`src/rtl/audio_tone_mixer.sv`:
```
// Multi-tone square-wave generator mixed into a stereo sample stream with signed
// saturation, one valid/ready register stage, a scaled scope tap and a clip counter.
module audio_tone_mixer #(
    parameter int DATA_W    = 32,
    parameter int NUM_TONES = 2,
    parameter int DIV_W     = 19,
    parameter int AMP_W     = 16,
    parameter int SCOPE_LSB = 0
) (
    input  logic                       CLOCK_50,
    input  logic                       reset,
    input  logic [NUM_TONES-1:0]       tone_en,
    input  logic [NUM_TONES*DIV_W-1:0] tone_half_period,
    input  logic [AMP_W-1:0]           tone_amp,
    input  logic                       in_valid,
    output logic                       in_ready,
    input  logic [DATA_W-1:0]          left_in,
    input  logic [DATA_W-1:0]          right_in,
    output logic                       out_valid,
    input  logic                       out_ready,
    output logic [DATA_W-1:0]          left_out,
    output logic [DATA_W-1:0]          right_out,
    input  logic [3:0]                 scale,
    output logic [15:0]                scope_data,
    output logic [15:0]                clip_count
);

    // Returns {clipped, value}: sum formed one bit wider, clamped to the signed range.
    function automatic logic [DATA_W:0] sat_add(input logic [DATA_W-1:0] a,
                                                input logic [DATA_W-1:0] b);
        logic [DATA_W:0] s;
        logic [DATA_W:0] res;
        s = {a[DATA_W-1], a} + {b[DATA_W-1], b};
        if (s[DATA_W] != s[DATA_W-1]) begin
            if (s[DATA_W]) begin
                res = {1'b1, 1'b1, {(DATA_W-1){1'b0}}};
            end else begin
                res = {1'b1, 1'b0, {(DATA_W-1){1'b1}}};
            end
        end else begin
            res = {1'b0, s[DATA_W-1:0]};
        end
        return res;
    endfunction

    function automatic logic [15:0] scope_shift(input logic [15:0] v, input logic [3:0] sh);
        logic signed [15:0] sv;
        sv = v;
        return 16'(sv >>> sh);
    endfunction

    logic [DIV_W-1:0]     r_cnt [NUM_TONES];
    logic [NUM_TONES-1:0] r_phase;
    logic [DATA_W-1:0]    w_amp_ext;
    logic [DATA_W-1:0]    w_tone_sum;
    logic [DATA_W:0]      w_left_sat;
    logic [DATA_W:0]      w_right_sat;
    logic                 w_accept;
    logic                 w_clip_any;

    assign w_amp_ext   = {{(DATA_W-AMP_W){1'b0}}, tone_amp};
    assign in_ready    = !out_valid || out_ready;
    assign w_accept    = in_valid && in_ready;
    assign w_left_sat  = sat_add(left_in, w_tone_sum);
    assign w_right_sat = sat_add(right_in, w_tone_sum);
    assign w_clip_any  = w_left_sat[DATA_W] || w_right_sat[DATA_W];

    // Half-period counters; the >= compare lets a shrunk half-period wrap immediately.
    always_ff @(posedge CLOCK_50) begin
        for (int i = 0; i < NUM_TONES; i++) begin
            if (reset || !tone_en[i]) begin
                r_cnt[i]   <= '0;
                r_phase[i] <= 1'b0;
            end else if (r_cnt[i] >= tone_half_period[i*DIV_W +: DIV_W]) begin
                r_cnt[i]   <= '0;
                r_phase[i] <= ~r_phase[i];
            end else begin
                r_cnt[i]   <= r_cnt[i] + DIV_W'(1);
            end
        end
    end

    // Signed sum of the +/-amp contributions of all enabled tones.
    always_comb begin
        w_tone_sum = '0;
        for (int i = 0; i < NUM_TONES; i++) begin
            if (tone_en[i]) begin
                if (r_phase[i]) begin
                    w_tone_sum = w_tone_sum + w_amp_ext;
                end else begin
                    w_tone_sum = w_tone_sum - w_amp_ext;
                end
            end else begin
                w_tone_sum = w_tone_sum;
            end
        end
    end

    // Output register stage: capture on accept, drop valid once consumed.
    always_ff @(posedge CLOCK_50) begin
        if (reset) begin
            out_valid  <= 1'b0;
            left_out   <= '0;
            right_out  <= '0;
            scope_data <= 16'h0000;
            clip_count <= 16'h0000;
        end else if (w_accept) begin
            out_valid  <= 1'b1;
            left_out   <= w_left_sat[DATA_W-1:0];
            right_out  <= w_right_sat[DATA_W-1:0];
            scope_data <= scope_shift(w_left_sat[SCOPE_LSB +: 16], scale);
            if (w_clip_any && (clip_count != 16'hFFFF)) begin
                clip_count <= clip_count + 16'd1;
            end else begin
                clip_count <= clip_count;
            end
        end else if (out_ready) begin
            out_valid <= 1'b0;
        end else begin
            out_valid <= out_valid;
        end
    end

endmodule

```
`config.mk`:
```
export PLATFORM = sky130hd
export DESIGN_NAME = audio_tone_mixer
export DESIGN_NICKNAME = d
export VERILOG_FILES = /design/src/rtl/audio_tone_mixer.sv
export SDC_FILE = /design/constraint.sdc
export NUM_CORES = 1
export LEC_CHECK = 0
export ABC_AREA = 1
export BUFFER_PORTS_ARGS = -buffer_cell sky130_fd_sc_hd__buf_4
export CORE_MARGIN = 2
export CORE_UTILIZATION = 37
export DETAILED_ROUTE_END_ITERATION = 12
export PLACE_DENSITY = 0.61
export SYNTH_ARGS = -nofsm -noshare
export SYNTH_HDL_FRONTEND = slang
export SYNTH_SLANG_ARGS = --single-unit
```
`constraint.sdc`:
```
create_clock -name CLOCK_50 -period 9.2 [get_ports CLOCK_50]
set_input_delay 0.92 -clock CLOCK_50 [delete_from_list [all_inputs] [get_ports CLOCK_50]]
set_output_delay 0.92 -clock CLOCK_50 [all_outputs]
set_load 0.01 [all_outputs]
```
== Word-level counts from Yosys, hierarchy flattened ==
Memories as Yosys holds them, arrays and structs flattened.
Cells that the tools add are included.
Cells by class
  bitwise logic cells: 6
  shift operators: 1
  multipliers: 0
  equality and inequality tests: 3
  add/sub/neg operators: 8
  $lt $le $gt $ge: 2
  muxes and demuxes: 30
  reductions and logical operators: 11
  div/mod/pow operators: 0
Operator list (number)
  32-bit 2-to-1 mux: 6
  19-bit 2-to-1 mux: 4
  32-bit by 32-bit adder with 33-bit output: 2
  33-bit 2-to-1 mux: 2
  19-bit by 1-bit adder with 19-bit output (second input constant): 2
  19-bit greater-or-equal comparator: 2
  32-bit by 16-bit adder with 32-bit output: 1
  32-bit by 16-bit subtractor with 32-bit output: 1
  1-bit 2-to-1 mux: 18
  1-bit by 16-bit subtractor with 17-bit output (first input constant): 1
  16-bit by 1-bit adder with 16-bit output (second input constant): 1
  16-bit != test (second input constant): 1
  16-bit by 4-bit >>> shifter with 16-bit output: 1
  1-bit logical OR: 4
  1-bit bitwise OR: 4
  1-bit logical NOT: 3
  1-bit logical AND: 2
  1-bit != test: 2
  1-bit inverter: 2
  2-bit AND reduction: 1
  2-bit nonzero test: 1
Storage, ports and cells
  memory bits (writable): 38
  input port bits: 128
  register bits after elaboration: 99
  logic and storage cells: 69
  memory bits (read-only): 0
  memories: 1
  output and inout bits: 98
  bits in latches: 0
Memories
  r_cnt: depth 2, bits a word 19, read ports 2, clocked after memory_dff 0, wr ports 2, RTL line 52  | logic [DIV_W-1:0] r_cnt [NUM_TONES];

== Depth between registers and ports, before layout ==
Gate-level depths: netlist of run 1.
  word-level depth: 12
  gate-level depth with buffers: 51
  depth with buffers taken out: 49

== Least setup slack after synthesis of run 1 ==
OpenSTA, ideal clock, no wires.
  path kind: input to register
  start point: in tone_amp[1]
  end point: reg clip_count[15]
  stages: 45
  path buffers: 2
  required time: 9.136 ns
  setup slack: 2.058 ns
  setup time: 0.064 ns
  data arrival time: 7.078 ns
  cells stage by stage: inv_1 ha_1 nand3_1 nor2_1 inv_1 nor2_1 nand2_1 nor2_2 nand4_1 nor2_1 nand2_1 or2_2 nor2_2 nor2_1 ha_1 clkbuf_1 nand2_1 nor4_1 (+9 left out) nand3_1 nand2_1 o211ai_1 a21oi_1 xor2_1 inv_1 ha_1 clkbuf_8 inv_1 a21oi_1 nand2_1 inv_1 nand4_1 nor2_1 nand3_1 nor3_1 a21oi_1 nor2_1
On the way
  cells in the longest elaborated chain, start to end: 12
  elaborated cells between the ends (all ways): 16
  those cells by class: add/sub (5); eq/ne (2); mux (6); reduce/logical (3)
Ends and longest elaborated chain
  from (decl): RTL line 14  | input logic [AMP_W-1:0] tone_amp,
  1-bit by 16-bit subtractor with 17-bit output: RTL line 91  | w_tone_sum = w_tone_sum - w_amp_ext;
  32-bit 2-to-1 mux: RTL line 88  | if (r_phase[i]) begin
  32-bit 2-to-1 mux: RTL line 87  | if (tone_en[i]) begin
  32-bit by 16-bit subtractor with 32-bit output or 32-bit by 16-bit adder with 32-bit output (tied branches): RTL line 91, 89
  32-bit 2-to-1 mux: RTL line 88
  32-bit 2-to-1 mux (*): RTL line 87
  32-bit by 32-bit adder with 33-bit output: RTL line 33  | s = {a[DATA_W-1], a} + {b[DATA_W-1], b};
  1-bit != test: RTL line 34  | if (s[DATA_W] != s[DATA_W-1]) begin
  33-bit 2-to-1 mux: RTL line 34
  1-bit logical OR (*): RTL line 66  | assign w_clip_any = w_left_sat[DATA_W] || w_right_sat[DATA_W];
  1-bit logical AND (*): RTL line 112  | if (w_clip_any && (clip_count != 16'hFFFF)) begin
  2-bit AND reduction (no source line) (*)
  to (signal assigned): RTL line 113  | clip_count <= clip_count + 16'd1;
  to (signal assigned): RTL line 115  | clip_count <= clip_count;
  to (decl): RTL line 25  | output logic [15:0] clip_count
Mark *: on every way between the ends. The rest lies on a longest branch, timed or not.
A chain may end at the register's enable or synchronous reset.

== Final worst setup path of run 1 ==
Same ends and word-level chain as after synthesis.

==> results of run 1 <==
-- per-layer routing --
layer | vias to the layer above | wire [um] | global-route usage
li1 | 7668 | - | -
met1 | 6902 | 22400 | 0.326
met2 | 418 | 21000 | 0.394
met3 | 56 | 2250 | 0.0286
met4 | 0 | 1270 | 0.0749
met5 | - | 0 | 0
-- what timing repair did --
action / CTS / global route
setup endpoints to repair: 0 / 2
hold endpoints to repair: 0 / 0
gates resized for setup: 0 / 2
-- cell type report --
cell class / count / area [sq um]
clock buffer: 18 / 450
clock inverter: 14 / 98.8
fill: 3932 / 20200
inverter: 293 / 1100
multi-input combinational: 1681 / 9510
sequential: 136 / 3100
tap: 468 / 586
timing repair buffer: 231 / 1730
-- state kept, by name (all words and copies together), names as in the netlist --
register / cells
r_cnt: 38
left_out: 32
right_out: 32
clip_count: 16
scope_data: 15
r_phase: 2
out_valid: 1
-- report_power, final --
part | internal, mW | switching, mW
sequential | 0.705 | 0.0609
combinational | 0.633 | 1.19
clock | 0.360 | 0.287
-- path summary, 6_finish.rpt --
check        slack [ns]                     endpoint                       start  cells after the start
min                0.50   clip_count[0]$_SDFFE_PP0P_  clip_count[0]$_SDFFE_PP0P_                      1
min reg2reg        0.50   clip_count[0]$_SDFFE_PP0P_  clip_count[0]$_SDFFE_PP0P_                      1
max                0.96  clip_count[15]$_SDFFE_PP0P_                 tone_amp[1]                     42
max reg2reg        1.57  clip_count[15]$_SDFFE_PP0P_     r_phase[0]$_SDFFE_PP0P_                     34
-- cell families (layout without fill, tap and decap cells) --
logic type | after synthesis | after routing | share of synthesized area
buffers and inverters | 357 | 556 | 0.102
other | 1 | 38 | 0.000270
adder cells (fa/ha/maj) | 144 | 144 | 0.131
flip-flops | 136 | 136 | 0.223
AO/OA/AOI/OAI | 517 | 517 | 0.212
AND/OR/NAND/NOR | 932 | 932 | 0.299
XOR/XNOR | 50 | 50 | 0.0315
-- critical path: cells and delay by family --
family	cells	cell delay (ns)
buffers and inverters	5	0.61
AO/OA/AOI/OAI	8	1.39
XOR/XNOR	1	0.21
adder cells (fa/ha/maj)	4	1.48
AND/OR/NAND/NOR	24	4.00
-- through the flow --
stage,instance area (sq um),util,hold slack [ns]
after global routing,16600,0.451,0.537
after floorplan,14000,-,0.500
after detailed placement,16000,0.436,0.483
after global placement,16000,0.436,0.489
after CTS,16600,0.451,0.498
final,16600,0.451,0.500
-- cell usage in the layout (no fill, tap or decap), drive strengths merged, types with 3 or more instances in the layout --
master	netlist	final
xnor2	15	15
a211oi	5	5
buf	18	231
o221ai	6	6
o311ai	3	3
a31oi	11	11
ha	141	141
o21a	9	9
nor2	179	179
xor2	35	35
nand2	420	420
nor3b	7	7
nor3	44	44
clkinvlp	0	5
o31ai	5	5
nand4	33	33
o21bai	7	7
edfxtp	38	38
fa	3	3
o211ai	28	28
and3	8	8
clkinv	1	6
clkbuf	44	18
a221oi	5	5
or2	22	22
a21oi	230	230
dfxtp	98	98
a21o	10	10
o21ai	194	194
nand3	186	186
nand3b	6	6
inv	292	296
and2	6	6
nor4	19	19
conb	1	38
==> flow_summary.toml, run 1 <==
[drt]
drc = 0
routed_wl_um = 46900
vias_per_cell = 5.30
drt-initial-drc-count = 1061
dr.pass1.iters = 5
post_drt_wl_per_cell_um = 16.5
route.vias.total = 15044
postRouteAntennaNets = 0

[yosys]
synth.top_cells.by_count = "407 x nand2_1, 288 x inv_1, 202 x a21oi_1"
synth-edff-count = 38
seq_area_frac_synth = 0.223
synth_area_leaders = "dfxtp_1 14%, ha_1 13%, nand2_1 11%, edfxtp_1 8.2%, inv_1 7.8%"
synthCells = 2137
yosysMostFrequentCell = "nand2_1"
synth_top_area_cell = "dfxtp_1"
async_reset_ff_frac = 0
synth_top_area_frac = 0.141
synth.avg_cell_area_sq_um = 6.50
syn-cell-area_sq_um = 13900
synth_warnings = 0
synthFlopType = "dfxtp_1"
ys_ff_latch = 136
ys_types = 60

[worst_setup_path]
crit_type = "input port to flop"
worstSetupStartpointType = "input port"
slowest_delay_ns = 0.45
worstPathArrival_ns = 8.61
crit_path_end_kind = "flop"
worstPathRequired_ns = 9.57
critPathMostFrequentCell = "nor2_1"
cp_slowest_cell = "ha_2"
cp_max_fo = 10

[outcome]
run_status = "finished clean"

[clock_tree]
cts_made_buffers = 17
cts_tree = "yes"
clock-root-buffer = "clkbuf_16"
post-cts-setup-buffer-count = 0
clock-sinks = 136
cts_max_level = 4
path_clk_slew_ns = 0.06
holdBufCountCts = 0
clk_latency_ns = 0.43
clock_path_buffers = 2

[pwr]
powerDensity_nw_per_um2 = 195
power.total_mw = 3.24
vdd_drop_max_mv = 0.140
p_leak_nw = 8.13

[global_route]
grt_max_degree = 82
track_usage = 0.239
antenna_found_initial = 0
grt_pass1_wl_um = 73700
overflow = 0
grt_pass1_vias = 14286

[placement]
pre_cts_ws_ns = 0.384
io_buffers = 225
place.gp.congestion = 0.917
place_inst = 2809
dp_hpwl_um = 38500

[final_layout]
area_growth_pct = 19.4
antenna_cells = 0
drive_gt1_frac = 0.146
fin_nets = 2632
fin_cells = 2841

[sta]
maxSlewViolCount = 0
slew_headroom = 0.425
timing.final.ws_setup_ns = 0.962
layout_min_cycle_time_ns = 8.24
timing.final.crit_share = 0.895
finalSetupViolCount = 0
tns_ns = 0
fmax_ghz = 0.121
tightest_slew_ns = 0.852
rsz0062_at_grt = "no"
hold_viol = 0
skew_ns = 0.00829

[floorplanning]
core_area_sq_um = 36800
die-height_um = 198
initial_core_util = 0.378
die_area_sq_um = 39100
die_width_um = 198
ios = 226
num_rows = 70

[worst_hold_path]
hold_path_class = "flop to flop"

[job]
max-cap-violations = 0
No activity file was read; power rests on OpenSTA's default activity.
==> run 2: changes to the inputs <==
--- a/config.mk
+++ b/config.mk
@@ -7,10 +7,12 @@
 export LEC_CHECK = 0
 export ABC_AREA = 1
 export BUFFER_PORTS_ARGS = -buffer_cell sky130_fd_sc_hd__buf_4
+export CELL_PAD_IN_SITES_DETAIL_PLACEMENT = 1
+export CELL_PAD_IN_SITES_GLOBAL_PLACEMENT = 2
 export CORE_MARGIN = 2
-export CORE_UTILIZATION = 37
+export CORE_UTILIZATION = 32
 export DETAILED_ROUTE_END_ITERATION = 12
-export PLACE_DENSITY = 0.61
+export PLACE_DENSITY = 0.88
 export SYNTH_ARGS = -nofsm -noshare
 export SYNTH_HDL_FRONTEND = slang
 export SYNTH_SLANG_ARGS = --single-unit
==> run 2 against run 1 <==
  * Sequential power is essentially flat
  * Worst setup slack lost 0.0080 ns
  * Die area up 15%
  * Critical path depth shrank 2
  * Via count increased by 1.0%
  * Worst hold slack improved by 0.0031 ns
  * Critical path type unchanged
  * Register-to-register slack gained 0.17 ns
  * Core utilization is 6.0 points lower
  * Clock skew rose by 0.0041 ns
  * Design area is 1.2% higher
==> flow_summary.toml, run 2 (same netlist as run 1, synthesis figures left out) <==
[worst_setup_path]
worstPathRequired_ns = 9.60
crit_path_end_kind = "flop"
critPathMostFrequentCell = "nand3_1"
crit_type = "input port to flop"
worst-r2r-setup-slack_ns = 1.74
r2r-start = "r_phase[0]$_SDFFE_PP0P_"
timing.reg2reg.worst_path_depth = 32
slowest_delay_ns = 0.45
cp_max_fo = 9
worstPathArrival_ns = 8.65
timing.rr.end = "clip_count[15]$_SDFFE_PP0P_"
cp_slowest_cell = "ha_1"
startpoint = "tone_amp[1]"
worstSetupStartpointType = "input port"

[placement]
place.gp.congestion = 0.963
dp_hpwl_um = 43400
io_buffers = 225

[final_layout]
drive_gt1_frac = 0.146
top_register = "r_cnt"
antenna_cells = 0
largestRegisters = "r_cnt: 38 flops, left_out: 32 flops, right_out: 32 flops"
mostFrequentLayoutCells = "407 x nand2_1, 288 x inv_1, 232 x buf_4, 202 x a21oi_1, 187 x o21ai_0"
fin_nets = 2633
area_growth_pct = 20.9
largest_register_ffs = 38
final_common_cell = "nand2_1"

[sta]
finalSetupViolCount = 0
tns_ns = 0
maxSlewViolCount = 0
slew_headroom = 0.416
rsz0062_at_grt = "no"
fmax_ghz = 0.121
hold_viol = 0
skew_ns = 0.0124
tightest_slew_ns = 0.864
layout_min_cycle_time_ns = 8.25
timing.final.crit_share = 0.896

[pwr]
power.switching_mw = 1.57
vdd_drop_max_mv = 0.119
powerDensity_nw_per_um2 = 199
power.total_mw = 3.35
p_leak_nw = 8.17
p_sw_frac = 0.470
internal_power_mw = 1.78
pwr-share-clk = 0.212
power_frac_comb = 0.559
pwr-share-seq = 0.229

[clock_tree]
cts_max_level = 4
path_clk_slew_ns = 0.06
clock-sinks = 136
cts_made_buffers = 17
clk_latency_ns = 0.47
clock_path_buffers = 2
clock-root-buffer = "clkbuf_16"
holdBufCountCts = 0
cts_tree = "yes"
post-cts-setup-buffer-count = 0

[floorplanning]
die_area_sq_um = 45100
initial_core_util = 0.323
core_area_sq_um = 43000
num_rows = 76
die-height_um = 212
ios = 226
die_width_um = 212

[worst_hold_path]
whs_path_depth = 2
holdPathEnd = "left_out[12]$_SDFFE_PP0P_"
worstHoldStart = "left_out[12]$_SDFFE_PP0P_"
hold_path_class = "flop to flop"

[job]
max-cap-violations = 0

[drt]
route.vias.total = 15199
drc = 0
postRouteAntennaNets = 0
drt-initial-drc-count = 861
dr.pass1.iters = 5
routed_wl_um = 52200
vias_per_cell = 5.14
post_drt_wl_per_cell_um = 17.6

[global_route]
track_usage = 0.233
busiest_layer = "met2"
overflow = 0
grt_util_met3 = 0.0295
antenna_found_initial = 0
grt_pass1_wl_um = 82100
grt_max_degree = 82
grt_pass1_vias = 15429
grt_util_met1 = 0.315
gr-usage-met2 = 0.388

[outcome]
run_status = "finished clean"
==> run 2: area by class of cell <==
| class | count | area [sq um] |
|---|---|---|
| clock buffers | 22 | 487 |
| well taps | 585 | 732 |
| multi-input cells | 1681 | 9510 |
| repair buffers | 232 | 1740 |
| clock inverters | 9 | 113 |
| inverters | 293 | 1100 |
| flip-flops and latches | 136 | 3100 |
| fillers | 5678 | 26200 |
==> run 2: how the worst max path moves through the flow <==
stage | to
floorplan | clip_count[15]$_SDFFE_PP0P_
global placement | clip_count[15]$_SDFFE_PP0P_
detailed placement | clip_count[15]$_SDFFE_PP0P_
CTS | clip_count[15]$_SDFFE_PP0P_
global route | clip_count[15]$_SDFFE_PP0P_
finish | clip_count[15]$_SDFFE_PP0P_
==> run 2: power by group through the flow <==
stage / sequential, mW / clock, mW / combinational (mW)
floorplan: 0.798 / 0 / 1.22
global placement: 0.777 / 0 / 1.83
detailed placement: 0.779 / 0 / 1.86
CTS: 0.768 / 0.731 / 1.87
global route: 0.777 / 0.754 / 2.10
finish: 0.766 / 0.709 / 1.87
==> run 2: worst max-delay path: cells and delay by family <==
family | cells | cell delay (ns)
compound gates | 7 | 1.07
fa+ha+maj | 4 | 1.37
xor+xnor | 2 | 0.35
simple gates | 22 | 4.36
buf+inv | 5 | 0.58
==> run 2: metrics by stage <==
step,instances,setup WS [ns],util,area [sq um],hold WS [ns]
floorplan,2174,2.06,-,14000,0.500
global placement,2927,0.752,0.377,16200,0.483
detailed placement,2927,0.467,0.377,16200,0.492
CTS,2958,0.935,0.390,16800,0.510
global route,2958,0.0353,0.391,16800,0.531
finish,2958,0.954,0.391,16800,0.503
==> run 2: repair_timing <==
action / in CTS / in global routing
setup endpoints to repair: 0 / 1
gates resized for setup: 0 / 1
hold endpoints to repair: 0 / 0
==> run 2: per-layer routing <==
layer	vias to the layer above	part of all wire
li1	7669	-
met1	7149	0.47
met2	325	0.46
met3	56	0.047
met4	0	0.021
met5	-	0
